File: src/rtl/mem_arb_pkg.sv
// Shared types and constants for the memory arbiter: FSM state encoding and
// completer addressing modes.
package mem_arb_pkg;

    typedef enum logic [1:0] {
        ARB_IDLE,
        RD_CMD,
        RD_BURST,
        WR_BURST
    } arb_state_t;

    localparam logic [1:0] MODE_FIXED = 2'd0;
    localparam logic [1:0] MODE_INCR  = 2'd1;

endpackage

File: src/rtl/mem_arbiter_rr.sv
// Combinational round-robin winner selection: the search starts at the
// requester after last_grant and wraps around.
module rr_arbiter #(
    parameter int unsigned NUM_REQ = 2,
    parameter int unsigned IDX_W   = (NUM_REQ > 1) ? $clog2(NUM_REQ) : 1
) (
    input  logic [NUM_REQ-1:0] req,
    input  logic [IDX_W-1:0]   last_grant,
    output logic               valid,
    output logic [IDX_W-1:0]   index
);

    int unsigned        cand;
    logic [NUM_REQ-1:0] rot;

    always_comb begin
        valid = 1'b0;
        index = '0;
        cand  = 0;
        rot   = '0;
        for (int unsigned i = 1; i <= NUM_REQ; i++) begin
            cand = (32'(last_grant) + i) % NUM_REQ;
            rot  = req >> cand;
            if (!valid && rot[0]) begin
                valid = 1'b1;
                index = IDX_W'(cand);
            end
        end
    end

endmodule

File: src/rtl/mem_arbiter.sv
// Round-robin arbiter granting several requesters burst access to a single
// memory completer port; one burst in flight at a time.
module mem_arbiter
    import mem_arb_pkg::*;
#(
    parameter int unsigned NUM_REQ      = 2,
    parameter int unsigned ADDR_RANGE   = 32768,
    parameter int unsigned LENGTH_RANGE = 32,
    parameter int unsigned BUS_WIDTH    = 32,
    localparam int unsigned AW = $clog2(ADDR_RANGE),
    localparam int unsigned LW = $clog2(LENGTH_RANGE) + 1
) (
    input  logic                               clk,
    input  logic                               rst,
    input  logic [NUM_REQ-1:0]                 req_valid,
    input  logic [NUM_REQ-1:0]                 req_wr,
    input  logic [NUM_REQ-1:0][AW-1:0]         req_addr,
    input  logic [NUM_REQ-1:0][LW-1:0]         req_length,
    input  logic [NUM_REQ-1:0][1:0]            req_mode,
    output logic [NUM_REQ-1:0]                 req_ready,
    output logic [NUM_REQ-1:0]                 done,
    input  logic [NUM_REQ-1:0]                 wr_valid,
    output logic [NUM_REQ-1:0]                 wr_ready,
    input  logic [NUM_REQ-1:0][BUS_WIDTH-1:0]  wr_data,
    output logic [NUM_REQ-1:0]                 rd_valid,
    output logic [BUS_WIDTH-1:0]               rd_data,
    input  logic [NUM_REQ-1:0]                 rd_ready,
    output logic                               m_wr,
    output logic                               m_rd,
    output logic                               m_rddataready,
    output logic [AW-1:0]                      m_addr,
    output logic [LW-1:0]                      m_length,
    output logic [1:0]                         m_mode,
    output logic [BUS_WIDTH-1:0]               m_wrdata,
    input  logic                               m_ready,
    input  logic                               m_rddatavalid,
    input  logic [BUS_WIDTH-1:0]               m_rddata
);

    localparam int unsigned IW = (NUM_REQ > 1) ? $clog2(NUM_REQ) : 1;

    arb_state_t         state;
    logic [IW-1:0]      last_grant;
    logic [AW-1:0]      lat_addr;
    logic [LW-1:0]      lat_len;
    logic [1:0]         lat_mode;
    logic [LW-1:0]      beat_cnt;

    logic               arb_valid;
    logic [IW-1:0]      arb_idx;
    logic               accept;
    logic [LW-1:0]      sel_len;
    logic [NUM_REQ-1:0] g_onehot;
    logic               has_beats;
    logic               rd_beat;
    logic               wr_beat;
    logic               last_beat;
    logic               zero_done;

    rr_arbiter #(
        .NUM_REQ (NUM_REQ),
        .IDX_W   (IW)
    ) u_rr (
        .req        (req_valid),
        .last_grant (last_grant),
        .valid      (arb_valid),
        .index      (arb_idx)
    );

    // last_grant doubles as the index of the burst currently in flight
    always_comb begin
        accept    = (state == ARB_IDLE) && arb_valid && rst;
        sel_len   = (req_length[arb_idx] > LW'(LENGTH_RANGE)) ? LW'(LENGTH_RANGE)
                                                              : req_length[arb_idx];
        g_onehot  = NUM_REQ'(1) << last_grant;
        has_beats = (lat_len != '0);
        rd_beat   = (state == RD_BURST) && m_rddatavalid && rd_ready[last_grant];
        wr_beat   = (state == WR_BURST) && has_beats && wr_valid[last_grant] && m_ready;
        last_beat = (rd_beat || wr_beat) && (beat_cnt == lat_len - LW'(1));
        // zero-length bursts pass through RD_CMD/WR_BURST silently for one cycle
        zero_done = ((state == RD_CMD) || (state == WR_BURST)) && !has_beats;
    end

    always_comb begin
        req_ready     = accept ? (NUM_REQ'(1) << arb_idx) : '0;
        done          = (last_beat || zero_done) ? g_onehot : '0;
        m_rd          = (state == RD_CMD) && has_beats;
        m_wr          = (state == WR_BURST) && has_beats && wr_valid[last_grant];
        m_wrdata      = (state == WR_BURST) ? wr_data[last_grant] : '0;
        wr_ready      = ((state == WR_BURST) && has_beats && m_ready) ? g_onehot : '0;
        rd_valid      = ((state == RD_BURST) && m_rddatavalid) ? g_onehot : '0;
        m_rddataready = (state == RD_BURST) && rd_ready[last_grant];
        rd_data       = (state == RD_BURST) ? m_rddata : '0;
        m_addr        = lat_addr;
        m_length      = lat_len;
        m_mode        = lat_mode;
    end

    always_ff @(posedge clk or negedge rst) begin
        if (!rst) begin
            state      <= ARB_IDLE;
            last_grant <= IW'(NUM_REQ - 1);
            lat_addr   <= '0;
            lat_len    <= '0;
            lat_mode   <= '0;
            beat_cnt   <= '0;
        end else begin
            case (state)
                ARB_IDLE: begin
                    if (accept) begin
                        last_grant <= arb_idx;
                        lat_addr   <= req_addr[arb_idx];
                        lat_len    <= sel_len;
                        lat_mode   <= req_mode[arb_idx];
                        beat_cnt   <= '0;
                        state      <= req_wr[arb_idx] ? WR_BURST : RD_CMD;
                    end
                end
                RD_CMD: begin
                    state <= has_beats ? RD_BURST : ARB_IDLE;
                end
                RD_BURST: begin
                    if (rd_beat) begin
                        beat_cnt <= beat_cnt + LW'(1);
                        if (last_beat)
                            state <= ARB_IDLE;
                    end
                end
                WR_BURST: begin
                    if (!has_beats) begin
                        state <= ARB_IDLE;
                    end else if (wr_beat) begin
                        beat_cnt <= beat_cnt + LW'(1);
                        if (last_beat)
                            state <= ARB_IDLE;
                    end
                end
                default: state <= ARB_IDLE;
            endcase
        end
    end

endmodule

File: config.mk
export PLATFORM = sky130hd
export DESIGN_NAME = mem_arbiter
export DESIGN_NICKNAME = d
export VERILOG_FILES = /design/src/rtl/mem_arb_pkg.sv /design/src/rtl/mem_arbiter_rr.sv /design/src/rtl/mem_arbiter.sv
export SDC_FILE = /design/constraint.sdc
export NUM_CORES = 1
export LEC_CHECK = 0
export BUFFER_PORTS_ARGS = -buffer_cell sky130_fd_sc_hd__buf_2
export CAP_MARGIN = 20
export CORE_AREA = 2 2 97 99
export DETAILED_ROUTE_END_ITERATION = 8
export DIE_AREA = 0 0 99 101
export PLACE_DENSITY = 0.67
export SLEW_MARGIN = 20
export SYNTH_ARGS = -nofsm -noshare
export SYNTH_HDL_FRONTEND = slang
export SYNTH_SLANG_ARGS = --single-unit
File: constraint.sdc
create_clock -name clk -period 2.7 [get_ports clk]
set_input_delay 0.54 -clock clk [delete_from_list [all_inputs] [get_ports clk]]
set_output_delay 0.54 -clock clk [all_outputs]
set_load 0.005 [all_outputs]
Yosys cells after proc, flatten, opt, wreduce, memory -nomap -nowiden
Index checks and enable logic that the tools add are counted.

storage, ports and cells
  flip-flop bits (word level) = 32
  input bits = 154
  output and inout port bits = 98
  logic and storage cells = 88

cells by class
  add/sub/neg operators = 4
  order comparisons = 3
  eq/ne operators = 9
  shift-type cells = 4
  mux-type cells = 38
  reduce and logical (&&, ||, !) cells = 24

operators with widths
  kind                   number
  $mux W32               4
  $mux W6                7
  $mux W15               2
  $mux W2                13
  $pmux W6 S3            1
  $logic_and A1 B1 Y1    13
  $mux W1                10
  $ne A2 B2 Y1 const B   4
  $pmux W2 S4            1
  $add A6 B1 Y6 const B  1
  $eq A6 B6 Y1           1
  $gt A6 B6 Y1 const B   1
  $reduce_bool A6 Y1     1
  $sub A6 B1 Y6 const B  1
  $reduce_and A5 Y1      1
  $eq A2 B2 Y1 const B   2
  $lt A1 B2 Y1 const B   2
  $shl A1 B1 Y2 const A  2
  $shr A2 B1 Y1          2
  $logic_or A1 B1 Y1     3
  $ne A3 B3 Y1 const B   1
  $reduce_and A3 Y1      1
  $reduce_bool A3 Y1     1
  $add A1 B1 Y1 const B  2
  4 further kinds        5

Longest topological paths before layout
Gate-level depths: netlist (run 1).

  depth in word-level cells = 11
  mapped depth = 7
  mapped depth without buffers = 7

Cells and area by module
From an unflattened synthesis (run 1), not the netlist that was laid out.

second synthesis, totals
  cells, all modules = 298
  area total of the unflattened synthesis = 2537.4 um^2

by module, submodules not included
  module       instances  cells an instance  area an instance (um^2)  sequential area each (um^2)
  mem_arbiter  1          296                2523.7                   802.0
  rr_arbiter   1          2                  13.8                     0.0

Least setup slack after synthesis (run 1)
Ideal clock, no wire load.

  kind = reg2out
  start point = register lat_len[4] (netlist: m_length[4])
  end point = output done[1]
  arrival = 1.616 ns
  data required time = 2.160 ns
  slack = 0.544 ns
  cell stages (with the launch flop) = 6
  path buffers = 0
  cell sequence = dfrtp_1 > or3_4 > o31a_1 > a311oi_2 > a31oi_1 > nor2b_1

between the ends
  longest elaborated chain between the ends = 8
  elaborated cells on any way between the ends = 12
  classes of those cells = add/sub (1); eq/ne (1); mux (1); reduce/logical (9)

ends and longest elaborated chain
  what                                                                   RTL line            source
  start, declared                                                        mem_arbiter.sv:45   logic [LW-1:0] lat_len;
  start signal, assigned                                                 mem_arbiter.sv:113  lat_len <= sel_len;
  parallel branches: the longest is 6 deep, another holds $sub A6 B1 Y6  n/a
  $logic_or A1 B1 Y1 (*)                                                 mem_arbiter.sv:86   done = (last_beat || zero_done) ? g_onehot : '0;
  $mux W2 (*)                                                            mem_arbiter.sv:86
  end, declared                                                          mem_arbiter.sv:21   output logic [NUM_REQ-1:0] done,

Mark *: on every way between the ends.

Worst setup path in the final report (run 1)
  start point = register lat_len[2] (netlist: m_length[2])
  end point = output done[1]

The elaborated chain is that of the path after synthesis.

==> metrics.cfg, run 1 <==
[route]
viasPerCell = 4.68
initialDrtViolationCount = 113
num_vias = 3137
wl_per_cell_microns = 14.9
drt-total-wl_microns = 10000
final_antenna_net_count = 0
post-route-drc-count = 0
drt_pass1_iterations = 4

[outcome]
status = complete, no violations

[placed_design]
numPortBuffers = 251
dpl.cell_count = 657
gp_congestion = 0.849
dp_hpwl_microns = 8400

[setup_path]
cpPeakStageDelay_ps = 450
r2r_cells = 6
rrSetupSlack_ps = 450
crit_path_top_delay_cell = dfrtp_2
required_ps = 2160
path_cells = or3_4 -> o31a_1 -> a311oi_2 -> a31oi_2 -> nor2b_1 -> buf_2
reg2reg_to = state[1]
path_max_fanout = 8
path_class = reg -> out
startpoint_type = flop
worstReg2RegStart = last_grant
arrival_ps = 2080
crit_path_end_kind = output pin
path_buf_inv = 1
cp_top_family = compound AO/OA/AOI/OAI gates

[timing]
min_period_over_period = 0.970
hold_ws_ps = 332
setup_tns_ps = 0
fin_crit_ps = 2620
tightest_slew_ps = 549
maxSlewViolCount = 0
finalSetupViolCount = 0
final-hold-violation-count = 0
max_slew_margin = 0.634
finClkSkew_ps = 5.37
fmax_ghz = 0.382
rsz0062_at_grt = true

[power]
powerDensity_mw_per_mm2 = 917
p_clk_frac = 0.101
peakVddDrop_uv = 386
internal_power_mw = 2.13
switchingPower_mw = 1.64
p_comb_frac = 0.646
power.total_mw = 3.77
p_leak_nw = 2.31
power_frac_seq = 0.253
sw_frac_of_total = 0.436

[floorplan]
die_area_sq_mm = 0.0100
coreArea_sq_mm = 0.00898
die_h_microns = 101
initial_core_util = 0.287
rows = 35
die_w_microns = 99
ios = 252

[yosys]
avgSynthCellArea_sq_um = 8.45
syn_area_sq_mm = 0.00258
yosysWarnings = 0
ys.flop_type = dfrtp_1
synth_cell_types = 47
syn_nets = 462
seq_area_frac_synth = 0.311
async_flop_share = 1.00
synth_cells = 305
synth-edff-count = 0
ys_ff_latch = 32

[grt]
grt_max_degree = 44
grt_usage = 0.184
antenna_found_initial = 4
grt-ovfl-total = 0
first_global_vias = 2859
grt_pass1_wl_microns = 14500

[final_layout]
antenna_cells = 0
nets = 715
areaGrowthSynthToFinish_pct = 59.6
nFillCells = 917
layout-drive-gt1-share = 0.522
final_cells = 670
final_util = 0.458

[clock_tree]
clk_pin_slew_ps = 70
cts_tree = yes
cts_buffers = 5
clock-root-buffer = clkbuf_8
clock_latency_ps = 280
h-tree-depth = 2
cts.sink_count = 32
cts_hold_buffers = 0
clk_path_buf_depth = 2

[run]
maxCapViolations = 0

[min_path]
hold_path.class = in -> async

logic make-up (layout without fill, tap and decap cells):
| logic type | after synthesis | in the layout | share of synthesized area |
|---|---|---|---|
| multiplexers | 59 | 59 | 0.232 |
| XOR/XNOR | 5 | 5 | 0.0170 |
| flip-flops | 32 | 32 | 0.311 |
| buffers and inverters | 23 | 277 | 0.0374 |
| AND/OR/NAND/NOR | 131 | 131 | 0.258 |
| AO/OA/AOI/OAI | 52 | 52 | 0.130 |
| adder cells (fa/ha/maj) | 3 | 3 | 0.0146 |
cell type report:
| cell class | count | area [sq um] | area share |
|---|---|---|---|
| clock buffers | 6 | 82.6 | 0.0201 |
| clock inverters | 2 | 10.0 | 0.00243 |
| inverters | 4 | 15.0 | 0.00365 |
| multi-input cells | 250 | 1700 | 0.414 |
| flip-flops and latches | 32 | 803 | 0.195 |
| well taps | 111 | 139 | 0.0337 |
| repair buffers | 265 | 1360 | 0.331 |
state kept, by name, indices dropped and copies added, names as in the netlist:
| signal | cells |
|---|---|
| beat_cnt | 6 |
| last_grant | 1 |
| m_addr | 15 |
| m_length | 6 |
| m_mode | 2 |
| state | 2 |
power by group through the flow:
stage	combinational (mW)	clock, mW	sequential (mW)
4_1_cts	2.40	0.395	0.956
5_1_grt	2.72	0.412	0.999
3_3_place_gp	2.31	0	0.957
6_report	2.44	0.382	0.954
2_1_floorplan	1.41	0	0.921
3_5_place_dp	2.37	0	0.965
metal layers:
metal  wire length, microns  track usage  vias to the layer above
li1                       -            -                     1558
met1                   3780        0.219                     1403
met4                    118       0.0337                        8
met5                     46            0                        -
met3                   1020       0.0638                       21
met2                   5040        0.322                      147
cell usage in the layout, fill, tap and decap left out, drive strengths merged, types with 4 or more instances in the layout:
cell    Yosys  routed
buf         6     265
nand2      29      29
and2       34      34
dfrtp      31      31
nor2b       5       5
o21ai      26      26
or3         6       6
inv         4       4
a21oi       4       4
mux2i      56      56
nor2       40      40
clkbuf     13       6
stage by stage:
stage | cell area (sq um) | setup slack, ps
6_report | 4120 | 80.0
5_1_grt | 4120 | -16.5
4_1_cts | 4080 | 1.90
3_5_place_dp | 3970 | 299
3_3_place_gp | 3970 | 356
2_1_floorplan | 2580 | 544
worst max path at each step:
stage | startpoint | to | slack (ps) | cells after the start
6_report | m_length[2] | done[1] | 80 | 6
5_1_grt | m_length[0] | done[1] | -20 | 8
4_1_cts | m_length[2] | done[1] | 2 | 6
3_5_place_dp | m_length[0] | done[1] | 300 | 7
3_3_place_gp | m_length[2] | done[1] | 360 | 6
2_1_floorplan | m_length[4] | done[1] | 540 | 5
Yosys cell counts (3+ instances only):
cell type | count | area share
a21oi_1 | 4 | 0.0078
xor2_1 | 3 | 0.010
dfrtp_1 | 31 | 0.30
ha_1 | 3 | 0.015
buf_2 | 5 | 0.0097
o21ai_0 | 26 | 0.050
clkbuf_1 | 13 | 0.019
nor2_1 | 39 | 0.057
a31oi_1 | 3 | 0.0073
or4_1 | 3 | 0.0087
inv_1 | 4 | 0.0058
nand2_1 | 28 | 0.041
nor2b_1 | 5 | 0.012
o31ai_1 | 3 | 0.0087
o211ai_1 | 3 | 0.0087
or3_1 | 4 | 0.0097
and2_1 | 34 | 0.082
mux2i_1 | 56 | 0.22
nand3_1 | 3 | 0.0058
repair_timing:
item                                    4_1_cts  5_1_grt
endpoints found under the setup margin        1        2
endpoints found under the hold margin         0        0
pin swaps                                     0        2
gates resized for setup                       1        2
setup buffers                                 1        4
No activity file was read; power rests on OpenSTA's default activity.
==> inputs of run 2 (changes only) <==
Settings changed: RECOVER_POWER set to 25, SLEW_MARGIN 20 to not set.
==> run 2 against run 1 <==
Largest cell class unchanged. The run now ends with capacitance limit, slew limit left. Flip-flop and latch count unchanged. Critical path depth stayed put. Global-route usage unchanged. Maximum frequency barely moved. Critical endpoint unchanged. Combinational power about the same. Sequential share of layout area about the same.
==> metrics.cfg, run 2 (synthesis results as in run 1) <==
[outcome]
status = complete, but fails checks
violations = capacitance limit, slew limit

[power]
peakVddDrop_uv = 386  ; about the same
switchingPower_mw = 1.65  ; +0.12%
powerDensity_mw_per_mm2 = 918  ; about the same
power.total_mw = 3.77  ; -0.12%
power_frac_seq = 0.253  ; about the same
p_leak_nw = 2.29  ; -0.71%
p_clk_frac = 0.101  ; about the same
sw_frac_of_total = 0.437  ; +0.00108
internal_power_mw = 2.12  ; -0.31%
p_comb_frac = 0.645  ; about the same

[setup_path]
crit_path_top_delay_cell = dfrtp_2
crit_path_end_kind = output pin
reg2reg_to = state[1]
r2r_cells = 6  ; unchanged
worstReg2RegStart = last_grant
path_cells = or3_4 -> o31a_1 -> a311oi_2 -> a31oi_2 -> nor2b_1 -> buf_2
cpPeakStageDelay_ps = 450  ; about the same
rrSetupSlack_ps = 450  ; about the same
required_ps = 2160  ; about the same
path_class = reg -> out
arrival_ps = 2080  ; about the same
path_max_fanout = 8  ; unchanged
startpoint_type = flop

[route]
initialDrtViolationCount = 110  ; -2.7%
viasPerCell = 4.68  ; about the same
num_vias = 3136  ; -0.032%
drt_pass1_iterations = 4  ; unchanged
drt-total-wl_microns = 10000  ; +0.19%
wl_per_cell_microns = 15.0  ; +0.19%
final_antenna_net_count = 0  ; unchanged
post-route-drc-count = 0  ; unchanged

[timing]
tightest_slew_ps = 1710  ; +1160 ps
rsz0062_at_grt = true
max_slew_margin = -0.138  ; -0.771
finalSetupViolCount = 0  ; unchanged
fin_ws_ps = 79.9  ; -0.0553 ps
fmax_ghz = 0.382  ; about the same
fin_crit_ps = 2620  ; +0.0553 ps
min_period_over_period = 0.970  ; about the same
final-hold-violation-count = 0  ; unchanged
finClkSkew_ps = 6.03  ; +0.655 ps
maxSlewViolCount = 33  ; +33

[grt]
grt_pass1_wl_microns = 14500  ; unchanged
grt_max_degree = 44  ; unchanged
antenna_found_initial = 4  ; unchanged
first_global_vias = 2859  ; unchanged
grt_usage = 0.184  ; unchanged
grt-ovfl-total = 0  ; unchanged

[clock_tree]
cts_buffers = 5  ; unchanged
h-tree-depth = 2  ; unchanged
clock_latency_ps = 280  ; about the same
clk_path_buf_depth = 2  ; unchanged
cts_tree = yes
clock-root-buffer = clkbuf_8
cts.sink_count = 32  ; unchanged
cts_hold_buffers = 0  ; unchanged
clk_pin_slew_ps = 70  ; about the same

[placed_design]
gp_congestion = 0.849  ; unchanged
dp_hpwl_microns = 8400  ; unchanged
place_ws_ps = 299  ; unchanged
numPortBuffers = 251  ; unchanged

[floorplan]
ios = 252  ; unchanged
die_area_sq_mm = 0.0100  ; unchanged
coreArea_sq_mm = 0.00898  ; unchanged
die_h_microns = 101  ; unchanged
rows = 35  ; unchanged
die_w_microns = 99  ; unchanged
initial_core_util = 0.287  ; unchanged

[min_path]
hold_path.class = reg -> reg
holdPathStages = 2
hp-start = m_mode[0]
hold-path-endpoint = m_mode[0]

[run]
maxCapViolations = 1  ; +1

[final_layout]
final_util = 0.457  ; -0.000975
nFillCells = 917  ; unchanged
layout-drive-gt1-share = 0.513  ; -0.00894
areaGrowthSynthToFinish_pct = 59.2
final_cell_mix = buf_2, mux2i_1, nor2_1
antenna_cells = 0  ; unchanged
largest_reg_flops = 15  ; unchanged
nets = 715  ; unchanged
final_common_cell = buf_2

==> run 2: per-stage QoR <==
step                      cells  TNS [ps]  hold WS, ps  instance area, sq um
after floorplan             305         0          244                  2580
after global placement      657         0          458                  3970
after detailed placement    657         0          473                  3970
after CTS                   666         0          348                  4080
after global routing        670     -16.5          520                  4110
final                       670         0          481                  4110
==> run 2: worst max-delay path: cells and delay by family, from the launching register on <==
kind | cells | cell delay [ps]
AOI/OAI and AO/OA | 3 | 720
and+or+nand+nor | 2 | 510
DFF | 1 | 450
buffers and inverters | 1 | 110
==> run 2: layer usage <==
| metal | wire (microns) | part of all wire | vias up | GRT usage |
|---|---|---|---|---|
| met5 | 46 | 0.0046 | - | 0 |
| met4 | 111 | 0.011 | 8 | 0.0337 |
| met3 | 1010 | 0.10 | 19 | 0.0638 |
| met2 | 5060 | 0.50 | 147 | 0.322 |
| met1 | 3800 | 0.38 | 1404 | 0.219 |
| li1 | - | - | 1558 | - |
==> run 2: worst max path at each step <==
stage | startpoint | end | slack, ps | depth (start not counted)
floorplan | m_length[4] | done[1] | 540 | 5
global placement | m_length[2] | done[1] | 360 | 6
detailed placement | m_length[0] | done[1] | 300 | 7
CTS | m_length[2] | done[1] | 2 | 6
global route | m_length[0] | done[1] | -20 | 8
finish | m_length[2] | done[1] | 80 | 6
==> run 2: timing repair <==
action,CTS,global route
setup endpoints to repair,1,2
buffers inserted,1,4
pin swaps,0,2
resized for setup,1,2
==> run 2: area by class of cell <==
cell class,instances,area [sq um],share of cell area
Sequential cell,32,803,0.196
Clock inverter,2,10.0,0.00244
Timing Repair Buffer,265,1350,0.329
Clock buffer,6,82.6,0.0201
Multi-Input combinational cell,250,1700,0.415
Inverter,4,15.0,0.00366
Tap cell,111,139,0.0338
==> run 2: power groups by stage <==
stage	Combinational, mW	Sequential [mW]	Clock, mW
final	2.43	0.955	0.382
after global routing	2.71	0.999	0.412
after CTS	2.40	0.956	0.395
after detailed placement	2.37	0.965	0
after global placement	2.31	0.957	0
after floorplan	1.41	0.921	0
==> inputs of run 3 (changes only) <==
Settings changed: CORE_AREA 2 2 97 99 to not set, CORE_ASPECT_RATIO set to 1.2, CORE_MARGIN set to 2, CORE_UTILIZATION set to 25, DIE_AREA 0 0 99 101 to not set, PLACE_DENSITY 0.67 to not set, RECOVER_POWER 25 to 100.
==> run 3 against run 2 <==
Power rose by 5.5%. Routed wire length decreased by 2.1%. Largest cell class unchanged. Clock skew up 1.9 ps. Non-clock buffer count increased by 2. Count of clock-buffer cells in the layout grew 1. Clock power grew 40%. The run still ends with capacitance limit, slew limit left. Sequential share of layout area is 0.46 points lower.
==> metrics.cfg, run 3 (synthesis results as in run 1) <==
[route]
initialDrtViolationCount = 58  ; -47%
drt-total-wl_microns = 9820  ; -2.1%
post-route-drc-count = 0  ; unchanged
drt_pass1_iterations = 4  ; unchanged
final_antenna_net_count = 0  ; unchanged
viasPerCell = 4.58  ; -2.1%
num_vias = 3148  ; +0.38%
wl_per_cell_microns = 14.3  ; -4.6%

[final_layout]
areaGrowthSynthToFinish_pct = 63.6
antenna_cells = 0  ; unchanged
nFillCells = 1024  ; +12%
largest_reg_flops = 15  ; unchanged
nets = 717  ; +0.28%
final_util = 0.422  ; -0.0359
final_cells = 687  ; +2.5%
final_cell_mix = buf_2, mux2i_1, nor2_1
final_common_cell = buf_2
multiInputGateArea_sq_mm = 0.00173  ; +1.8%
final_area_sq_mm = 0.00422  ; +2.7%
layout-drive-gt1-share = 0.506  ; -0.00718
seq_area_sq_um = 806  ; +0.31%

[timing]
fin_crit_ps = 2610  ; -14.0 ps
finClkSkew_ps = 7.98  ; +1.95 ps
maxSlewViolCount = 33  ; unchanged
tightest_slew_ps = 1780  ; +72.2 ps
max_slew_margin = -0.186  ; -0.0481
fin_ws_ps = 93.9  ; +14.0 ps
final-hold-violation-count = 0  ; unchanged
min_period_over_period = 0.965  ; -0.00518
finalSetupViolCount = 0  ; unchanged
rsz0062_at_grt = true
fmax_ghz = 0.384  ; +0.54%

[setup_path]
arrival_ps = 2070  ; about the same
path_max_fanout = 5  ; -3
worstReg2RegStart = last_grant
path_buf_inv = 1  ; unchanged
cp_num_cells = 6  ; unchanged
startpoint_type = flop
reg2reg_to = beat_cnt[5]
crit_path_end_kind = output pin
crit_path_top_delay_cell = or3_4
r2r_cells = 5  ; -1
path_class = reg -> out
cpPeakStageDelay_ps = 430  ; -20 ps
rrSetupSlack_ps = 650  ; +200 ps
cp_top_family = compound AO/OA/AOI/OAI gates
path_cells = or3_4 -> o31a_1 -> a311oi_2 -> a31oi_2 -> nor2b_1 -> buf_2
required_ps = 2160  ; about the same

[grt]
grt-ovfl-total = 0  ; unchanged
first_global_vias = 2822  ; -1.3%
grt_pass1_wl_microns = 14300  ; -1.5%
grt_max_degree = 35  ; -20%
antenna_found_initial = 0  ; -4
grt_usage = 0.158  ; -0.0255

[min_path]
hp-start = m_addr[1]
hold-path-endpoint = m_addr[1]
hold_path.class = reg -> reg
holdPathStages = 2  ; unchanged

[clock_tree]
cts_hold_buffers = 0  ; unchanged
clock-root-buffer = clkbuf_16
clk_pin_slew_ps = 50  ; -20 ps
cts_buffers = 5  ; unchanged
h-tree-depth = 2  ; unchanged
cts.sink_count = 32  ; unchanged
cts_tree = yes
clock_latency_ps = 280  ; about the same
clk_path_buf_depth = 2  ; unchanged

[floorplan]
die_w_microns = 96.7  ; -2.3%
die_h_microns = 115  ; +14%
rows = 40  ; +14%
coreArea_sq_mm = 0.0100  ; +11%
die_area_sq_mm = 0.0111  ; +11%
initial_core_util = 0.258  ; -0.0296
ios = 252  ; unchanged

[placed_design]
numPortBuffers = 251  ; unchanged
placed_area_sq_mm = 0.00400  ; +0.79%
gp_congestion = 0.904  ; +6.4%
dp_hpwl_microns = 8190  ; -2.5%
place_ws_ps = 292  ; -7.22 ps
dpl.cell_count = 672  ; +2.3%

[outcome]
violations = capacitance limit, slew limit
status = complete, but fails checks

[power]
peakVddDrop_uv = 549  ; +42%
powerDensity_mw_per_mm2 = 942  ; +2.7%
p_leak_nw = 2.29  ; about the same
power.total_mw = 3.98  ; +5.5%

[run]
maxCapViolations = 1  ; unchanged

## run 3: cell types whose count changed in the layout (fill, tap and decap cells not counted), moves of 5 or more
cell / change
buf_2: -9
clkbuf_16: +5
clkbuf_1: +10
clkbuf_8: -6
## run 3: metrics by stage
stage | hold WS [ps] | setup TNS (ps)
floorplan | 244 | 0
global placement | 458 | 0
detailed placement | 469 | 0
CTS | 390 | 0
global route | 511 | -28.0
finish | 475 | 0
## run 3: where the power goes
part / switching, mW / total (mW) / internal (mW)
sequential: 0.252 / 0.976 / 0.724
combinational: 1.23 / 2.47 / 1.24
clock: 0.194 / 0.534 / 0.340
total: 1.68 / 3.98 / 2.30
## run 3: timing repair
| item | CTS | global route |
|---|---|---|
| gates resized for setup | 1 | 9 |
| pin swaps | 0 | 3 |
| hold endpoints to repair | 0 | 0 |
| setup buffers | 0 | 7 |
| endpoints found under the setup margin | 1 | 2 |
## run 3: worst max path at each step
stage	start	end
after floorplan	m_length[4]	done[1]
after global placement	m_length[2]	done[1]
after detailed placement	m_length[2]	done[1]
after CTS	m_length[0]	done[1]
after global routing	m_length[4]	done[1]
final	m_length[4]	done[1]
## run 3: cell type report
class | instances | area share
clock buffers | 7 | 0.0314
clock inverters | 1 | 0.00119
inverters | 4 | 0.00356
multi-input cells | 250 | 0.411
flip-flops and latches | 32 | 0.191
well taps | 126 | 0.0374
repair buffers | 267 | 0.324
## run 3: routing by layer
layer,up-vias,GRT usage,share of wire
li1,1562,-,-
met1,1423,0.197,0.40
met2,153,0.270,0.51
met3,10,0.0444,0.079
met4,0,0.0441,0.012
met5,-,0,0
## run 3: tightest hold or removal path, delay by kind of cell (launching register included)
kind	cells	cell delay, ps
flip-flops	1	340
AO/OA/AOI/OAI	1	60
AND/OR/NAND/NOR	1	40
